### src/rtl/point_mem_ctrl_if.sv
// Stream and single-port RAM bundle for the point-memory controller.
// The slave side is the controller; the master side is its environment.
interface point_mem_ctrl_if #(
    parameter int ADDR_W = 9,
    parameter int DATA_W = 50
);
    logic              in_valid;
    logic              in_ready;
    logic [DATA_W-1:0] in_data;
    logic              in_last;

    logic              out_valid;
    logic              out_ready;
    logic [DATA_W-1:0] out_data;
    logic              out_last;

    logic              ram_ce;
    logic              ram_we;
    logic [ADDR_W-1:0] ram_addr;
    logic [DATA_W-1:0] ram_d;
    logic [DATA_W-1:0] ram_q;

    modport slave (
        input  in_valid, in_data, in_last, out_ready, ram_q,
        output in_ready, out_valid, out_data, out_last,
        output ram_ce, ram_we, ram_addr, ram_d
    );

    modport master (
        output in_valid, in_data, in_last, out_ready, ram_q,
        input  in_ready, out_valid, out_data, out_last,
        input  ram_ce, ram_we, ram_addr, ram_d
    );
endinterface

### src/rtl/point_mem_ctrl.sv
// Loads a point stream into an external single-port RAM and replays it on demand
// through a 2-entry output buffer that tolerates arbitrary downstream backpressure.
module point_mem_ctrl #(
    parameter int ADDR_W = 9,
    parameter int DATA_W = 50,
    parameter int DEPTH  = 512
) (
    input  logic              clk,
    input  logic              rst_n,
    input  logic              load_start,
    input  logic              read_start,
    point_mem_ctrl_if.slave   bus,
    output logic [ADDR_W:0]   num_points,
    output logic              busy,
    output logic              full,
    output logic              done
);
    localparam logic [ADDR_W:0] DEPTH_V = (ADDR_W+1)'(DEPTH);

    typedef enum logic [1:0] {IDLE, LOAD, READ} state_t;

    state_t            state_q, state_d;
    logic [ADDR_W:0]   num_q, num_d;       // doubles as the write pointer during LOAD
    logic [ADDR_W:0]   rd_addr_q, rd_addr_d;
    logic              inflight_q, inflight_d;
    logic              infl_last_q, infl_last_d;
    logic              done_q, done_d;
    logic [1:0]        cnt_q;
    logic              head_q;
    logic [DATA_W-1:0] buf_data_q [2];
    logic              buf_last_q [2];

    logic              pop;
    logic              tail;
    logic [2:0]        occ;

    assign bus.out_valid = (cnt_q != 2'd0);
    assign bus.out_data  = buf_data_q[head_q];
    assign bus.out_last  = bus.out_valid & buf_last_q[head_q];
    assign pop           = bus.out_valid & bus.out_ready;
    assign tail          = head_q ^ cnt_q[0];
    // Slots that will be occupied after this cycle, counting reads still in the RAM pipe.
    assign occ           = {1'b0, cnt_q} + {2'b0, inflight_q} - {2'b0, pop};

    assign num_points = num_q;
    assign busy       = (state_q != IDLE);
    assign full       = (num_q == DEPTH_V);
    assign done       = done_q;

    always_comb begin
        state_d      = state_q;
        num_d        = num_q;
        rd_addr_d    = rd_addr_q;
        inflight_d   = 1'b0;
        infl_last_d  = 1'b0;
        done_d       = 1'b0;
        bus.in_ready = 1'b0;
        bus.ram_ce   = 1'b0;
        bus.ram_we   = 1'b0;
        bus.ram_addr = '0;
        bus.ram_d    = '0;
        case (state_q)
            IDLE: begin
                if (load_start) begin
                    state_d = LOAD;
                    num_d   = '0;
                end else if (read_start) begin
                    if (num_q == '0) begin
                        done_d = 1'b1;
                    end else begin
                        // Issue address 0 right away to reach the 2-cycle first-word latency.
                        state_d     = READ;
                        bus.ram_ce  = 1'b1;
                        rd_addr_d   = (ADDR_W+1)'(1);
                        inflight_d  = 1'b1;
                        infl_last_d = (num_q == (ADDR_W+1)'(1));
                    end
                end
            end
            LOAD: begin
                bus.in_ready = (num_q < DEPTH_V);
                if (bus.in_valid && bus.in_ready) begin
                    bus.ram_ce   = 1'b1;
                    bus.ram_we   = 1'b1;
                    bus.ram_addr = num_q[ADDR_W-1:0];
                    bus.ram_d    = bus.in_data;
                    num_d        = num_q + 1'b1;
                    if (bus.in_last || (num_q == DEPTH_V - 1'b1)) begin
                        state_d = IDLE;
                        done_d  = 1'b1;
                    end
                end
            end
            READ: begin
                if ((rd_addr_q < num_q) && (occ < 3'd2)) begin
                    bus.ram_ce   = 1'b1;
                    bus.ram_addr = rd_addr_q[ADDR_W-1:0];
                    rd_addr_d    = rd_addr_q + 1'b1;
                    inflight_d   = 1'b1;
                    infl_last_d  = (rd_addr_q == num_q - 1'b1);
                end
                if (pop && bus.out_last) begin
                    state_d = IDLE;
                    done_d  = 1'b1;
                end
            end
            default: state_d = IDLE;
        endcase
    end

    always_ff @(posedge clk or negedge rst_n) begin
        if (!rst_n) begin
            state_q     <= IDLE;
            num_q       <= '0;
            rd_addr_q   <= '0;
            inflight_q  <= 1'b0;
            infl_last_q <= 1'b0;
            done_q      <= 1'b0;
            cnt_q       <= 2'd0;
            head_q      <= 1'b0;
        end else begin
            state_q     <= state_d;
            num_q       <= num_d;
            rd_addr_q   <= rd_addr_d;
            inflight_q  <= inflight_d;
            infl_last_q <= infl_last_d;
            done_q      <= done_d;
            cnt_q       <= cnt_q + {1'b0, inflight_q} - {1'b0, pop};
            if (pop) begin
                head_q <= ~head_q;
            end
        end
    end

    // Word read in the previous cycle lands in the next free buffer slot.
    always_ff @(posedge clk) begin
        if (inflight_q) begin
            buf_data_q[tail] <= bus.ram_q;
            buf_last_q[tail] <= infl_last_q;
        end
    end
endmodule
### src/flat_wrapper.sv
// flat-port wrapper written by rule: the top's interface ports become plain ports
module point_mem_ctrl_flat 
#(
    parameter int ADDR_W = 9,
    parameter int DATA_W = 50,
    parameter int DEPTH  = 512
)
  (clk, rst_n, load_start, read_start, num_points, busy, full, done, bus_in_valid, bus_in_data, bus_in_last, bus_out_ready, bus_ram_q, bus_in_ready, bus_out_valid, bus_out_data, bus_out_last, bus_ram_ce, bus_ram_we, bus_ram_addr, bus_ram_d);
  point_mem_ctrl_if #(.ADDR_W(ADDR_W), .DATA_W(DATA_W)) bus_i ();
  input  logic clk;
  input  logic rst_n;
  input  logic load_start;
  input  logic read_start;
  output logic [ADDR_W:0] num_points;
  output logic busy;
  output logic full;
  output logic done;
  input wire logic [$bits(bus_i.in_valid)-1:0] bus_in_valid;
  input wire logic [$bits(bus_i.in_data)-1:0] bus_in_data;
  input wire logic [$bits(bus_i.in_last)-1:0] bus_in_last;
  input wire logic [$bits(bus_i.out_ready)-1:0] bus_out_ready;
  input wire logic [$bits(bus_i.ram_q)-1:0] bus_ram_q;
  output wire logic [$bits(bus_i.in_ready)-1:0] bus_in_ready;
  output wire logic [$bits(bus_i.out_valid)-1:0] bus_out_valid;
  output wire logic [$bits(bus_i.out_data)-1:0] bus_out_data;
  output wire logic [$bits(bus_i.out_last)-1:0] bus_out_last;
  output wire logic [$bits(bus_i.ram_ce)-1:0] bus_ram_ce;
  output wire logic [$bits(bus_i.ram_we)-1:0] bus_ram_we;
  output wire logic [$bits(bus_i.ram_addr)-1:0] bus_ram_addr;
  output wire logic [$bits(bus_i.ram_d)-1:0] bus_ram_d;
  assign bus_i.in_valid = bus_in_valid;
  assign bus_i.in_data = bus_in_data;
  assign bus_i.in_last = bus_in_last;
  assign bus_i.out_ready = bus_out_ready;
  assign bus_i.ram_q = bus_ram_q;
  assign bus_in_ready = bus_i.in_ready;
  assign bus_out_valid = bus_i.out_valid;
  assign bus_out_data = bus_i.out_data;
  assign bus_out_last = bus_i.out_last;
  assign bus_ram_ce = bus_i.ram_ce;
  assign bus_ram_we = bus_i.ram_we;
  assign bus_ram_addr = bus_i.ram_addr;
  assign bus_ram_d = bus_i.ram_d;
  point_mem_ctrl #(.ADDR_W(ADDR_W), .DATA_W(DATA_W), .DEPTH(DEPTH)) u_core (.clk(clk), .rst_n(rst_n), .load_start(load_start), .read_start(read_start), .bus(bus_i), .num_points(num_points), .busy(busy), .full(full), .done(done));
endmodule
### config.mk
export PLATFORM = sky130hd
export DESIGN_NAME = point_mem_ctrl_flat
export DESIGN_NICKNAME = d
export VERILOG_FILES = /design/src/rtl/point_mem_ctrl_if.sv /design/src/rtl/point_mem_ctrl.sv /design/src/flat_wrapper.sv
export SDC_FILE = /design/constraint.sdc
export NUM_CORES = 1
export LEC_CHECK = 0
export BUFFER_PORTS_ARGS = -buffer_cell sky130_fd_sc_hd__buf_2
export CORE_ASPECT_RATIO = 0.9
export CORE_MARGIN = 2
export CORE_UTILIZATION = 35
export CTS_BUF_LIST = sky130_fd_sc_hd__clkbuf_4 sky130_fd_sc_hd__clkbuf_8
export CTS_CLUSTER_DIAMETER = 120
export DETAILED_ROUTE_END_ITERATION = 6
export GPL_TIMING_DRIVEN = 0
export PLACE_DENSITY = 0.64
export SLEW_MARGIN = 20
export SYNTH_ARGS = -nofsm -noshare
export SYNTH_HDL_FRONTEND = slang
export SYNTH_SLANG_ARGS = --single-unit
### constraint.sdc
create_clock -name clk -period 5.6 [get_ports clk]
set_clock_uncertainty 0.1 [all_clocks]
set_input_delay 0 -clock clk [delete_from_list [all_inputs] [get_ports clk]]
set_output_delay 0 -clock clk [all_outputs]
set_load 0.1 [all_outputs]
==> results by group <==
Power
  • Tot Pwr: 5.01 mW
  • Worst vdd ir: approximately 360 uV
  • Leakage power: 3.98 nW
  • Power per cell area: 555 nW/um2

Global routing
  • Initial antenna violation count: 0
  • Grt ovf: 0
  • Vias in the first global route: between 5000 and 6000
  • Largest net degree at the start of global routing: 52
  • GRT Resource Usage Total: between 10% and 20%
  • First-pass GRT wire length: 26800 um

Critical path
  • Critical path class: reg -> out
  • Arrival time at the worst endpoint: between 4 and 5 ns
  • CP max FO: 10
  • Reg2reg path depth: 11
  • Crit path capture type: primary output
  • Critical Path Start Type: flop
  • Req. time, crit path: about 5.5 ns

Timing
  • Relative slew slack: between 30% and 40%
  • Tcrit/Tclk final: approximately four fifths
  • Setup TNS: 0 ns
  • Final setup fails: 0
  • Final worst path period need: between 4 and 5 ns
  • Final hold violation count: 0
  • Maximum clock rate: ~0.22 GHz
  • Unrepaired setup endpoints after global routing: false
  • Final Max Slew Viols: 0
  • Tightest Pin Transition: a little under 1 ns

Placement
  • Post-DP HPWL: between 10000 and 15000 um
  • Post-placement cell count: roughly 1000
  • RD Place Congestion: 0.841
  • Number of buffers added on ports: 233

Final layout
  • Share of cells above drive strength 1: between 30 and 40%
  • Most frequent cells in the layout: buf_2 (235), edfxtp_1 (102), dlygate4sd3_1 (57)
  • P&R area growth vs syn: 38.0%
  • Ant diodes: 0
  • Commonest non-fill, non-tap cell in the layout: buf_2
  • Nets@finish: 960
  • Non-Filler Instances: about 1100

Floorplan
  • Die width: between 100 and 150 um
  • Rows: 47
  • Placeable Area: 18300 um2
  • Initial Utilization: 35.7%
  • Ports: approximately 230
  • Die area: approximately 20000 um2
  • Chip height: 134 um

Run status
  • Status: finished clean

Synthesis
  • Top FF cell, synth: edfxtp_1
  • Mapped cell area: around 6500 um2
  • Syn Nets: 649
  • Gate Count Post-Synth: 521
  • Share of the synthesized area in the top cell type: approximately 47%
  • Synth area leader: edfxtp_1
  • Top cells by area, synth: edfxtp_1 (47%), dfrtp_1 (11%), mux2_2 (8.6%)
  • Netlist cell types: 63
  • Yosys warning count: 0
  • EDFF count, synth: slightly above 100
  • Sequential element share of the synthesized area: between 50% and 60%
  • FFs w/ async S/R, synth: a little over a fifth
  • FF+latch count, synth: 130
  • Synthesized area per cell: around 13 um2

Detailed routing
  • Drt pass-1 iters: 5
  • Via density: between 4 and 5
  • Via count: between 5000 and 6000
  • WL/cell: 16.1 um
  • DRC Markers: 0
  • Routed wire length: ~18000 um
  • Post-DRT Antenna Nets: 0
  • Initial DRC Count: around 370

Clock tree
  • H-Tree Depth: 4
  • Post-CTS Setup Inserts: 0
  • Clock root buffer: clkbuf_8
  • Clk_lat worst skew: 0.44 ns
  • CTS tree: built
  • Bufs on Longest Clock Path: 2
  • CTS Sinks: 130
  • CTS buffer count: 17
  • CTS resizes: 0
  • CTS clk-pin slew, worst paths: ~0.09 ns
  • Hold_buf cts: 57

Run
  • Max_cap viols: 0

Hold path
  • Class of the worst hold path: in -> async
## worst paths after layout
check | startpoint | to | slack (ns)
setup / recovery | u_core.cnt_q[0] | bus_ram_ce | 1.07
hold / removal | rst_n | u_core.done | 0.03
setup reg to reg | u_core.cnt_q[0] | u_core.infl_last_q | 1.87
hold reg to reg | u_core.infl_last_q | u_core.buf_last_q[0] | 0.35
max in group asynchronous | rst_n | u_core.num_points[8] | 4.92
min in group clk | bus_ram_q[43] | u_core.buf_data_q[1][43] | 0.18
## layout make-up
cell class	instances	area [um2]
Buffer	37	168
Clock buffer	18	241
Clock inverter	14	144
Fill cell	1679	9320
Inverter	27	101
Multi-Input combinational cell	327	2520
Sequential cell	130	3760
Tap cell	245	307
Timing Repair Buffer	292	1780
## metrics by stage
stage / hold slack, ns / area (um2) / util (%) / worst slack [ns]
4_1_cts: 0.0421 / 9030 / 49.2 / 1.17
3_3_place_gp: -0.0116 / 8020 / 43.7 / 0.660
5_1_grt: 0.0809 / 9030 / 49.2 / 0.806
2_1_floorplan: -0.396 / 6540 / - / 0.767
3_5_place_dp: -0.00724 / 8070 / 44.0 / 1.68
6_report: 0.0332 / 9030 / 49.2 / 1.07
## cells in the mapped netlist (all sizes together) (2+ instances only)
library cell / number
a2111oi: 2
a211o: 2
a211oi: 6
a21oi: 9
a31oi: 3
a32oi: 9
and2: 4
and3: 53
buf: 9
clkbuf: 28
dfrtp: 28
edfxtp: 102
ha: 20
inv: 26
mux2: 50
mux2i: 2
nand2: 25
nand2b: 4
nand3: 19
nand4: 10
nor2: 21
nor2b: 10
nor3: 6
nor4: 5
o211ai: 7
o21ai: 3
o311ai: 2
o31a: 2
o32ai: 2
o41ai: 3
or3: 3
or4: 5
xnor2: 15
xor2: 5
## report_power, final
part           total (mW)  switching [mW]  leakage, nW  internal, mW
combinational        3.00            2.35         2.50         0.649
clock               0.783           0.413        0.185         0.370
sequential           1.23          0.0600         1.29          1.17
total                5.01            2.82         3.98          2.19
## sequential cells by signal, summed over array words and instances, names as in the netlist
signal              cells
u_core.done             1
u_core.state_q          2
u_core.head_q           1
u_core.rd_addr_q       10
u_core.infl_last_q      1
u_core.buf_data_q     100
u_core.num_points      10
u_core.inflight_q       1
u_core.buf_last_q       2
u_core.cnt_q            2
## routing by layer
layer	vias to the layer above	track usage (%)	share of wire, %
met4	0	3.23	0.65
li1	2590	-	-
met5	-	0	0
met2	201	28.0	47
met1	2534	23.1	45
met3	10	5.34	7.3
## cells by family after synthesis
group / after synthesis / share of synthesized area [%]
and+or+nand+nor: 168 / 14.2
DFF: 130 / 57.5
AOI/OAI and AO/OA: 66 / 8.43
buffers and inverters: 64 / 4.11
muxes: 52 / 8.91
adders and majority gates: 21 / 4.13
xor gates and xnor gates: 20 / 2.68
## worst max-delay path, cell delays in order, from the launching register on
cell	delay [ns]
dfrtp_1	0.43
o21ai_0	0.40
inv_1	0.09
ha_1	0.29
inv_1	0.03
ha_1	0.18
fa_1	0.47
nor2_1	0.17
o2111ai_2	0.29
nor2_1	0.62
nand2_1	0.27
a31oi_1	0.27
buf_2	0.46
No activity file was read; power rests on OpenSTA's default activity.
